[config.mk]
export PLATFORM = sky130hd
export DESIGN_NAME = lcg_stim_gen
export DESIGN_NICKNAME = d
export VERILOG_FILES = /design/src/rtl/lcg_stim_pkg.sv /design/src/rtl/lcg_stim_gen.sv
export SDC_FILE = /design/constraint.sdc
export NUM_CORES = 1
export LEC_CHECK = 0
export CAP_MARGIN = 20
export CORE_MARGIN = 3
export CORE_UTILIZATION = 45
export DETAILED_ROUTE_END_ITERATION = 6
export PLACE_DENSITY = 0.71
export SETUP_SLACK_MARGIN = 0.4
export SLEW_MARGIN = 10
export SYNTH_ARGS = -nofsm -noshare
export SYNTH_HDL_FRONTEND = slang
export SYNTH_SLANG_ARGS = --single-unit
[constraint.sdc]
create_clock -name clk -period 10.1 [get_ports clk]
set_clock_uncertainty 0.05 [all_clocks]
set_input_delay 2.02 -clock clk [delete_from_list [all_inputs] [get_ports clk]]
set_output_delay 2.02 -clock clk [all_outputs]
set_load 0.005 [all_outputs]
[src/rtl/lcg_stim_pkg.sv]
// Shared constants, FSM state type and LCG step function for the stimulus generator.
// The LCG matches the simulation bench so a given seed replays identically on hardware.
package lcg_stim_pkg;

   localparam logic [31:0] LCG_A        = 32'h41C64E6D;
   localparam logic [31:0] LCG_C        = 32'h3039;
   localparam logic [31:0] DEFAULT_SEED = 32'd3034658173;

   typedef enum logic [1:0] {
      IDLE,
      FILL,
      PRESENT,
      DONE
   } state_e;

   // One LCG step; the result is both the new state and the emitted word.
   function automatic logic [31:0] lcg_next(input logic [31:0] state);
      return state * LCG_A + LCG_C;
   endfunction

endpackage

[src/rtl/lcg_stim_gen.sv]
// Packs a deterministic LCG stream into wide vectors and hands them out over valid/ready
// under a programmable vector budget, with busy/done status and a debug view of the LCG state.
module lcg_stim_gen #(
   parameter int          IN_W         = 135,
   parameter logic [31:0] DEFAULT_SEED = lcg_stim_pkg::DEFAULT_SEED
) (
   input  logic            clk,
   input  logic            rst_n,
   input  logic [31:0]     seed_i,
   input  logic            seed_load_i,
   input  logic            start_i,
   input  logic [31:0]     num_vec_i,
   output logic [IN_W-1:0] vec_o,
   output logic            vec_valid_o,
   input  logic            vec_ready_i,
   output logic            busy_o,
   output logic            done_o,
   output logic [31:0]     vec_count_o,
   output logic [31:0]     rng_state_o
);

   import lcg_stim_pkg::*;

   localparam int NUM_WORDS = (IN_W + 31) / 32;
   localparam int SH_W      = 32 * (NUM_WORDS - 1);
   localparam int LAST_BITS = IN_W - SH_W;
   localparam int WCNT_W    = (NUM_WORDS > 1) ? $clog2(NUM_WORDS) : 1;
   localparam logic [WCNT_W-1:0] LAST_WORD = WCNT_W'(NUM_WORDS - 1);

   state_e            state_q, state_d;
   logic [31:0]       lcg_q, lcg_d;
   logic [SH_W-1:0]   shadow_q, shadow_d;
   logic [IN_W-1:0]   vec_q, vec_d;
   logic              valid_q, valid_d;
   logic              busy_q, busy_d;
   logic              done_q, done_d;
   logic [31:0]       cnt_q, cnt_d;
   logic [31:0]       budget_q, budget_d;
   logic [WCNT_W-1:0] word_q, word_d;
   logic [31:0]       step;

   always_ff @(posedge clk or negedge rst_n) begin
      if (!rst_n) begin
         state_q  <= IDLE;
         lcg_q    <= DEFAULT_SEED;
         shadow_q <= '0;
         vec_q    <= '0;
         valid_q  <= 1'b0;
         busy_q   <= 1'b0;
         done_q   <= 1'b0;
         cnt_q    <= '0;
         budget_q <= '0;
         word_q   <= '0;
      end else begin
         state_q  <= state_d;
         lcg_q    <= lcg_d;
         shadow_q <= shadow_d;
         vec_q    <= vec_d;
         valid_q  <= valid_d;
         busy_q   <= busy_d;
         done_q   <= done_d;
         cnt_q    <= cnt_d;
         budget_q <= budget_d;
         word_q   <= word_d;
      end
   end

   always_comb begin
      state_d  = state_q;
      lcg_d    = lcg_q;
      shadow_d = shadow_q;
      vec_d    = vec_q;
      valid_d  = valid_q;
      cnt_d    = cnt_q;
      budget_d = budget_q;
      word_d   = word_q;
      step     = lcg_next(lcg_q);

      unique case (state_q)
         IDLE, DONE: begin
            // Reseeding is only possible from IDLE; DONE continues the existing stream.
            if (state_q == IDLE && seed_load_i) begin
               lcg_d = seed_i;
            end
            if (start_i) begin
               cnt_d = '0;
               if (num_vec_i == 32'd0) begin
                  state_d = DONE;
               end else begin
                  state_d  = FILL;
                  budget_d = num_vec_i;
                  word_d   = '0;
               end
            end
         end
         FILL: begin
            lcg_d = step;
            if (word_q == LAST_WORD) begin
               vec_d   = {step[LAST_BITS-1:0], shadow_q};
               valid_d = 1'b1;
               word_d  = '0;
               state_d = PRESENT;
            end else begin
               shadow_d[32*word_q +: 32] = step;
               word_d = word_q + 1'b1;
            end
         end
         PRESENT: begin
            if (vec_ready_i) begin
               valid_d = 1'b0;
               cnt_d   = cnt_q + 32'd1;
               state_d = (cnt_d == budget_q) ? DONE : FILL;
            end
         end
         default: state_d = IDLE;
      endcase

      busy_d = (state_d == FILL) || (state_d == PRESENT);
      done_d = (state_d == DONE);
   end

   assign vec_o       = vec_q;
   assign vec_valid_o = valid_q;
   assign busy_o      = busy_q;
   assign done_o      = done_q;
   assign vec_count_o = cnt_q;
   assign rng_state_o = lcg_q;

endmodule

==> results of run 1 <==
cells by family after synthesis:
| kind of cell | count (synthesis) |
|---|---|
| xor+xnor | 110 |
| buf+inv | 491 |
| mux | 197 |
| flops | 367 |
| fa+ha+maj | 406 |
| simple gates | 374 |
| compound gates | 346 |
flip-flops by register name, indices dropped and copies added (netlist names):
register     flops
vec_o          135
shadow_q       128
budget_q        32
rng_state_o     32
vec_count_o     32
word_q           3
state_q          2
busy_o           1
done_o           1
vec_valid_o      1
per-stage QoR:
step	area, um2	utilization	hold slack [ns]	setup slack [ns]
after detailed placement	28200	0.520	0.417	2.53
after floorplan	24700	-	0.395	3.39
final	29600	0.546	0.424	2.46
after CTS	29500	0.545	0.430	2.49
after global routing	29600	0.546	0.447	1.95
after global placement	28200	0.520	0.408	2.61
Yosys cell counts (all sizes together), types with 20 or more instances:
library cell / n
nand3: 37
mux2: 180
clkbuf: 69
nand2: 156
xor2: 34
xnor2: 76
o31ai: 24
ha: 219
dfrtp: 349
o21ai: 157
nor4: 20
inv: 412
nor2: 56
and3: 25
a22o: 38
fa: 187
a21oi: 48
worst paths after layout:
path | start | end | cells after the start
max | rng_state_o[0] | shadow_q[59] | 24
min | shadow_q[101] | shadow_q[101] | 2
max reg2reg | rng_state_o[0] | shadow_q[59] | 24
min reg2reg | shadow_q[101] | shadow_q[101] | 2
max in group asynchronous | rst_n | vec_o[5] | 3
min in group asynchronous | rst_n | budget_q[16] | 1
worst reg2reg max path, delay by kind of cell, from the launching register on:
| family | cells | cell delay, ns |
|---|---|---|
| and+or+nand+nor | 3 | 0.75 |
| adders and majority gates | 9 | 3.79 |
| buffers and inverters | 8 | 0.70 |
| DFF | 1 | 0.83 |
| AOI/OAI and AO/OA | 4 | 1.36 |
metal layers:
layer | vias up | track usage
li1 | 8065 | -
met1 | 9035 | 0.352
met2 | 569 | 0.414
met3 | 142 | 0.0601
met4 | 8 | 0.0940
met5 | - | 0
final cells by class:
class / count / area [um2]
diodes: 4 / 10.0
clock buffers: 62 / 1190
clock inverters: 13 / 175
fillers: 4627 / 24600
inverters: 412 / 1550
multi-input cells: 1433 / 13700
flip-flops and latches: 367 / 9210
well taps: 696 / 871
repair buffers: 289 / 2880
==> impl_results.md, run 1 <==
- First-pass GRT wire length: 113000 um
- Critical Path AT: 8.00 ns
- Die Y: 240 um
- TritonRoute pass-1 iters: 5
- Setup TNS Final: 0 ns
- Vias post-DR: 17800
- Post-synthesis register bit count: 367
- Post-synthesis async set-or-reset flop share: 1.00
- Largest net degree at the start of global routing: 134
- Req. time, crit path: 10.46 ns
- Vias in the first global route: 18600
- Yosys warnings: 0
- Slowest stage delay, CP: 0.83 ns
- Post-synthesis mux area share: 0.0889
- Grt ovf: 0
- WP buf/inv: 8
- Avg Inst Size Synth: 10.8 um2
- Routed metal-1 wirelength: 31300 um
- DRC: 0
- NumNets Final: 3019
- Dpl hpwl: 57800 um
- Clk Latency, worst-skew pair: 0.58 ns
- Period utilisation layout: 0.757
- # Post-CTS Setup Buffers: 0
- CP Class: register to register
- CTS max path bufs: 3
- Final min period: 7.64 ns
- GPL Wtd Cong: 0.965
- Post-Syn Area: 0.0247 mm2
- Final Max Tran Viols: 0
- Status: finished clean
- Commonest cells after routing, fill and taps aside: 412 x inv_1, 349 x dfrtp_1, 269 x clkdlybuf4s50_1
- Worst path slowest cell: dfstp_2
- # setup viols final: 0
- Initial DRC count: 1315
- Met3 routed WL: 5250 um
- Sequential-to-total area share from yosys stat: 0.372
- Critical path, cell by cell: inv_1 > ha_1 > inv_1 > ha_1 > inv_1 > fa_1 > inv_1 > fa_1 > ha_1 > inv_1 > fa_1 > inv_1 > fa_1 > inv_1 > fa_1 > inv_1 > ha_1 > nand2_1 > o21ai_0 > o21ai_1 > a31oi_1 > nor2_1 > nor3_1 > o21ai_0
- DP Cell Count: 3195
- Die area: 0.0578 mm2
- CP dominant cell by count: inv_1
- Buffers added on ports: 270
- Number of synthesized flops with an enable pin: 0
- Row count: 85
- TritonCTS clock tree: yes
- Max FO, Critical Path: 18
- Most common cell after layout, fill and taps aside: inv_1
- Total CTS buffers: 41
- Synth Flop Type: dfrtp_1
- Max Fclk: 131 MHz
- Post-Synth Adder-Cell Area: 0.262
- Share of the synthesized area in the top cell type: 0.353
- Avg Vias per Cell: 5.44
- Initial core utilization: 0.457
- Routed len/inst: 22.5 um
- Layout cells sized above 1: 0.116
- RSZ-0062 raised after global routing: no
- Worst reg-to-reg setup slack: 2.46 ns
- CTS sink cnt: 367
- Synth Area in Compound Gates: 0.0897
- Cell taking the most area after synthesis: dfrtp_1
- CP Launch Type: register
- Worst Setup End Kind: register
- Post-synth cell types: 67
- CTS root buf: clkbuf_16
- Hold Vio Cnt, Final: 0
- Ports: 271
- Clk pin slew, worst setup/hold paths: 0.06 ns
- Max Cap Viol: 0
- Final wirelength: 73800 um
- Met2 WL: 34200 um
- Top cell family by delay on the critical path: adder cells
- Hold Buf Count CTS: 0
- Mapped Cells: 2291
- Top routing layer used: met5
- Hold Crit Class: register to register
- Final Non-Filler Cells: 3276
- Max-slew headroom: 0.257
- Initial antenna violation count: 7
- Area growth, synth to finish: 19.7%
- Top post-synthesis cells by area: dfrtp_1 35%, fa_1 15%, ha_1 11%
- Post-synthesis net count: 2766
- All-Layer GR Usage: 0.261
- H-tree depth: 2
- Core Box Area: 0.0541 mm2
- Combinational family with the most area after synthesis: adder cells
- Slew @ Worst Pin: 1.11 ns
- Xor/xnor share of the synthesized area: 0.0390
- Simple-gate portion of the synthesized area: 0.0730
- Die X-Extent: 240 um
- Antenna-violating nets left: 0
- Post-cts resize count: 0
Power of run 1 is left out: the tool's default activity adds up to more than one toggle a clock period on the data nets, which glitch-free logic cannot reach.
==> run 2, diff against run 1 <==
==> constraint.sdc (replaced) <==
create_clock -name clk -period 7.3 [get_ports clk]
set_clock_uncertainty 0.05 [all_clocks]
set_input_delay 1.46 -clock clk [delete_from_list [all_inputs] [get_ports clk]]
set_output_delay 1.46 -clock clk [all_outputs]
set_load 0.005 [all_outputs]
==> impl_results.md, run 2 (synthesis results as in run 1) <==
- Dpl hpwl: 57600 um
- Initial DRC count: 1420
- Vias post-DR: 18200
- Die X-Extent: 240 um
- Commonest cells after routing, fill and taps aside: 408 x inv_1, 347 x dfrtp_1, 269 x clkdlybuf4s50_1
- Critical Path AT: 7.14 ns
- DRC: 0
- Most common cell after layout, fill and taps aside: inv_1
- Worst reg-to-reg setup slack: 0.53 ns
- Area growth, synth to finish: 23.1%
- Max Cap Viol: 0
- Final Max Tran Viols: 0
- Die Y: 240 um
- Row count: 85
- Avg Vias per Cell: 5.46
- CP Class: register to register
- Number of flip-flops in the largest register: 135
- RR Startpoint: rng_state_o[4]
- Largest net degree at the start of global routing: 145
- RSZ-0062 raised after global routing: no
- Routed len/inst: 22.4 um
- Ports: 271
- # setup viols final: 0
- Worst Setup End Kind: register
- Max Fclk: 148 MHz
- Hold Buf Count CTS: 0
- CP Launch Type: register
- NumNets Final: 3074
- First-pass GRT wire length: 114000 um
- Initial antenna violation count: 5
- Max FO, Critical Path: 5
- Max-slew headroom: 0.279
- Core Box Area: 0.0541 mm2
- Die area: 0.0578 mm2
- Initial core utilization: 0.457
- Hold Vio Cnt, Final: 0
- CTS max path bufs: 3
- Final min period: 6.77 ns
- Period utilisation layout: 0.927
- Hold WS: 0.427 ns
- CTS sink cnt: 367
- All-Layer GR Usage: 0.260
- Clk pin slew, worst setup/hold paths: 0.06 ns
- Layout cells sized above 1: 0.161
- Worst r2r path cells: 23
- Buffers added on ports: 270
- Antenna-violating nets left: 0
- Final wirelength: 74500 um
- GPL Wtd Cong: 0.938
- Hold Crit Class: register to register
- CTS root buf: clkbuf_16
- Total CTS buffers: 40
- Critical path startpoint: rng_state_o[4]
- Grt ovf: 0
- Status: finished clean
- TritonCTS clock tree: yes
- H-tree depth: 2
- Hold path start: vec_o[133]
- Hold path depth: 2
- Clk Latency, worst-skew pair: 0.58 ns
- TritonRoute pass-1 iters: 6
- Slew @ Worst Pin: 1.08 ns
- Vias in the first global route: 18800
- Req. time, crit path: 7.67 ns
-- run 2: changes by cell type in the layout (fill, tap and decap cells not counted), sizes merged --
cell	previous run	this run
buf	20	76
clkbuf	62	53
clkinv	9	10
clkinvlp	1	5
diode	4	2
-- run 2: cell type report --
cell class	count	area [um2]
inverters	412	1550
repair buffers	345	3320
clock buffers	53	1110
diodes	2	5.00
clock inverters	18	214
multi-input cells	1433	14100
flip-flops and latches	367	9210
fillers	4515	23700
well taps	696	871
-- run 2: worst max-delay path: stages, from the launching register on --
cell	delay [ns]
dfstp_2	0.64
ha_4	0.27
xor2_4	0.17
ha_1	0.19
a21oi_2	0.15
fa_1	0.46
fa_1	0.56
inv_1	0.05
fa_1	0.46
ha_1	0.33
fa_1	0.54
inv_1	0.05
fa_1	0.53
inv_1	0.04
ha_1	0.34
a211o_1	0.29
a21oi_2	0.16
o21ai_4	0.11
o211ai_1	0.25
nand2b_1	0.08
a21oi_1	0.23
xor2_2	0.32
buf_4	0.22
o21ai_0	0.10
-- run 2: worst paths after layout --
check / end
min: vec_o[133]
max reg2reg: shadow_q[115]
min reg2reg: vec_o[133]
max in group asynchronous: shadow_q[94]
max: shadow_q[115]
min in group asynchronous: budget_q[16]
-- run 2: metrics by stage --
step                worst slack (ns)  std cells  TNS [ns]  utilization  cell area (um2)
floorplan                      0.595       2291         0            -            24700
global placement               0.168       3225         0        0.524            28400
detailed placement          -0.00156       3225  -0.00156        0.524            28400
CTS                            0.402       3308         0        0.553            29900
global route                   0.358       3324         0        0.562            30400
finish                         0.533       3326         0        0.562            30400
-- run 2: metal layers --
metal  wire (um)  global-route usage  vias up
met5          27                   0        -
met4        1830              0.0566        4
met3        5180              0.0457      104
met2       35300               0.427      656
met1       32200               0.363     9246
li1            -                   -     8165
-- run 2: what timing repair did --
item	in CTS	in global routing
gates resized for setup	28	64
pin swaps	11	31
endpoints found under the setup margin	62	66
setup buffers	12	14
Power of run 2 is left out for the same reason.
==> run 3, diff against run 2 <==
--- a/config.mk
+++ b/config.mk
@@ -10,7 +10,7 @@
 export CORE_UTILIZATION = 45
 export DETAILED_ROUTE_END_ITERATION = 6
 export PLACE_DENSITY = 0.71
-export SETUP_SLACK_MARGIN = 0.4
+export SETUP_SLACK_MARGIN = 0.3
 export SLEW_MARGIN = 10
 export SYNTH_ARGS = -nofsm -noshare
 export SYNTH_HDL_FRONTEND = slang
==> impl_results.md, run 3 (synthesis results as in run 1) <==
- Final wirelength: 74100 um
- Dpl hpwl: 57600 um
- All-Layer GR Usage: 0.260
- Req. time, crit path: 7.67 ns
- Hold Vio Cnt, Final: 0
- NumNets Final: 3069
- Top cell family by delay on the critical path: adder cells
- Final Max Tran Viols: 0
- TritonRoute pass-1 iters: 6
- H-tree depth: 2
- Slew @ Worst Pin: 1.05 ns
- DRC: 0
- Die area: 0.0578 mm2
- Clk Latency, worst-skew pair: 0.58 ns
- Hold path depth: 2
- Max Fclk: 146 MHz
- Max Cap Viol: 0
- Initial DRC count: 1325
- Hold Crit Class: register to register
- Setup TNS Final: 0 ns
- Worst path slowest cell: dfstp_2
- Critical path, cell by cell: ha_2 > xor2_2 > ha_1 > a21oi_2 > fa_1 > fa_1 > inv_1 > fa_1 > ha_1 > fa_1 > inv_1 > fa_1 > inv_1 > ha_1 > a211o_1 > a21oi_2 > o21ai_2 > o211ai_1 > nand2b_1 > a21oi_1 > xor2_1 > buf_4 > o21ai_0
- Core Box Area: 0.0541 mm2
- Grt ovf: 0
- Worst Setup End Kind: register
- # setup viols final: 0
- CP Launch Type: register
- CTS max path bufs: 3
- Routed metal-1 wirelength: 32300 um
- Clk pin slew, worst setup/hold paths: 0.06 ns
- Initial antenna violation count: 5
- TritonCTS clock tree: yes
- CTS root buf: clkbuf_16
- RSZ-0062 raised after global routing: no
- Critical Path AT: 7.21 ns
- Max-slew headroom: 0.297
- Initial core utilization: 0.457
- Max FO, Critical Path: 6
- Slowest stage delay, CP: 0.63 ns
- CP Class: register to register
- Vias in the first global route: 18700
- GPL Wtd Cong: 0.938
- Status: finished clean
- Final min period: 6.84 ns
- Routed len/inst: 22.3 um
- Met3 routed WL: 4770 um
- WP buf/inv: 4
- CP Depth: 23
- Row count: 85
- Top routing layer used: met5
- CP dominant cell by count: fa_1
- Die Y: 240 um
- Period utilisation layout: 0.937
- Die X-Extent: 240 um
- CTS sink cnt: 367
- Number of flip-flops in the largest register: 135
- Worst r2r path cells: 23
- Antenna-violating nets left: 0
- Total CTS buffers: 40
- Buffers added on ports: 270
- Layout cells sized above 1: 0.151
- Largest net degree at the start of global routing: 145
- Commonest cells after routing, fill and taps aside: 412 x inv_1, 348 x dfrtp_1, 269 x clkdlybuf4s50_1
- First-pass GRT wire length: 114000 um
- Ports: 271
- Met2 WL: 35500 um
- Vias post-DR: 18100
- Most common cell after layout, fill and taps aside: inv_1
- Avg Vias per Cell: 5.46
- Area growth, synth to finish: 22.2%
==> run 3: what timing repair did <==
action | 4_1_cts | 5_1_grt
hold buffers | 0 | 0
resized for setup | 20 | 41
setup buffers | 6 | 15
pin swaps | 7 | 18
setup endpoints to repair | 49 | 58
==> run 3: layout make-up <==
| cell class | count | area, um2 |
|---|---|---|
| fillers | 4556 | 23900 |
| clock buffers | 53 | 1110 |
| flip-flops and latches | 367 | 9210 |
| well taps | 696 | 871 |
| multi-input cells | 1433 | 14000 |
| clock inverters | 18 | 214 |
| repair buffers | 340 | 3270 |
| inverters | 412 | 1550 |
| diodes | 1 | 2.50 |
==> run 3: worst paths after layout <==
kind / from / endpoint / slack, ns
setup reg to reg: rng_state_o[4] / shadow_q[115] / 0.46
setup / recovery: rng_state_o[4] / shadow_q[115] / 0.46
hold reg to reg: shadow_q[127] / shadow_q[127] / 0.43
hold / removal: shadow_q[127] / shadow_q[127] / 0.43
max in group asynchronous: rst_n / shadow_q[24] / 4.82
min in group asynchronous: rst_n / budget_q[16] / 0.96
==> run 3: stage by stage <==
step | utilization | cells | hold WS, ns | setup slack, ns | instance area (um2)
after CTS | 0.552 | 3302 | 0.431 | 0.309 | 29900
final | 0.558 | 3320 | 0.426 | 0.458 | 30200
after floorplan | - | 2291 | 0.395 | 0.595 | 24700
after global placement | 0.524 | 3225 | 0.408 | 0.168 | 28400
after detailed placement | 0.524 | 3225 | 0.417 | -0.00156 | 28400
after global routing | 0.558 | 3319 | 0.455 | 0.275 | 30200
==> run 3: tightest hold or removal path: cells and delay by family (launching register included) <==
kind | cells | cell delay (ns)
flops | 1 | 0.34
simple gates | 1 | 0.05
compound gates | 1 | 0.05
==> run 3: layer usage <==
layer | global-route usage | vias up
li1 | - | 8148
met1 | 0.363 | 9259
met2 | 0.429 | 625
met3 | 0.0467 | 107
met4 | 0.0494 | 4
met5 | 0 | -
Power of run 3 is left out for the same reason.
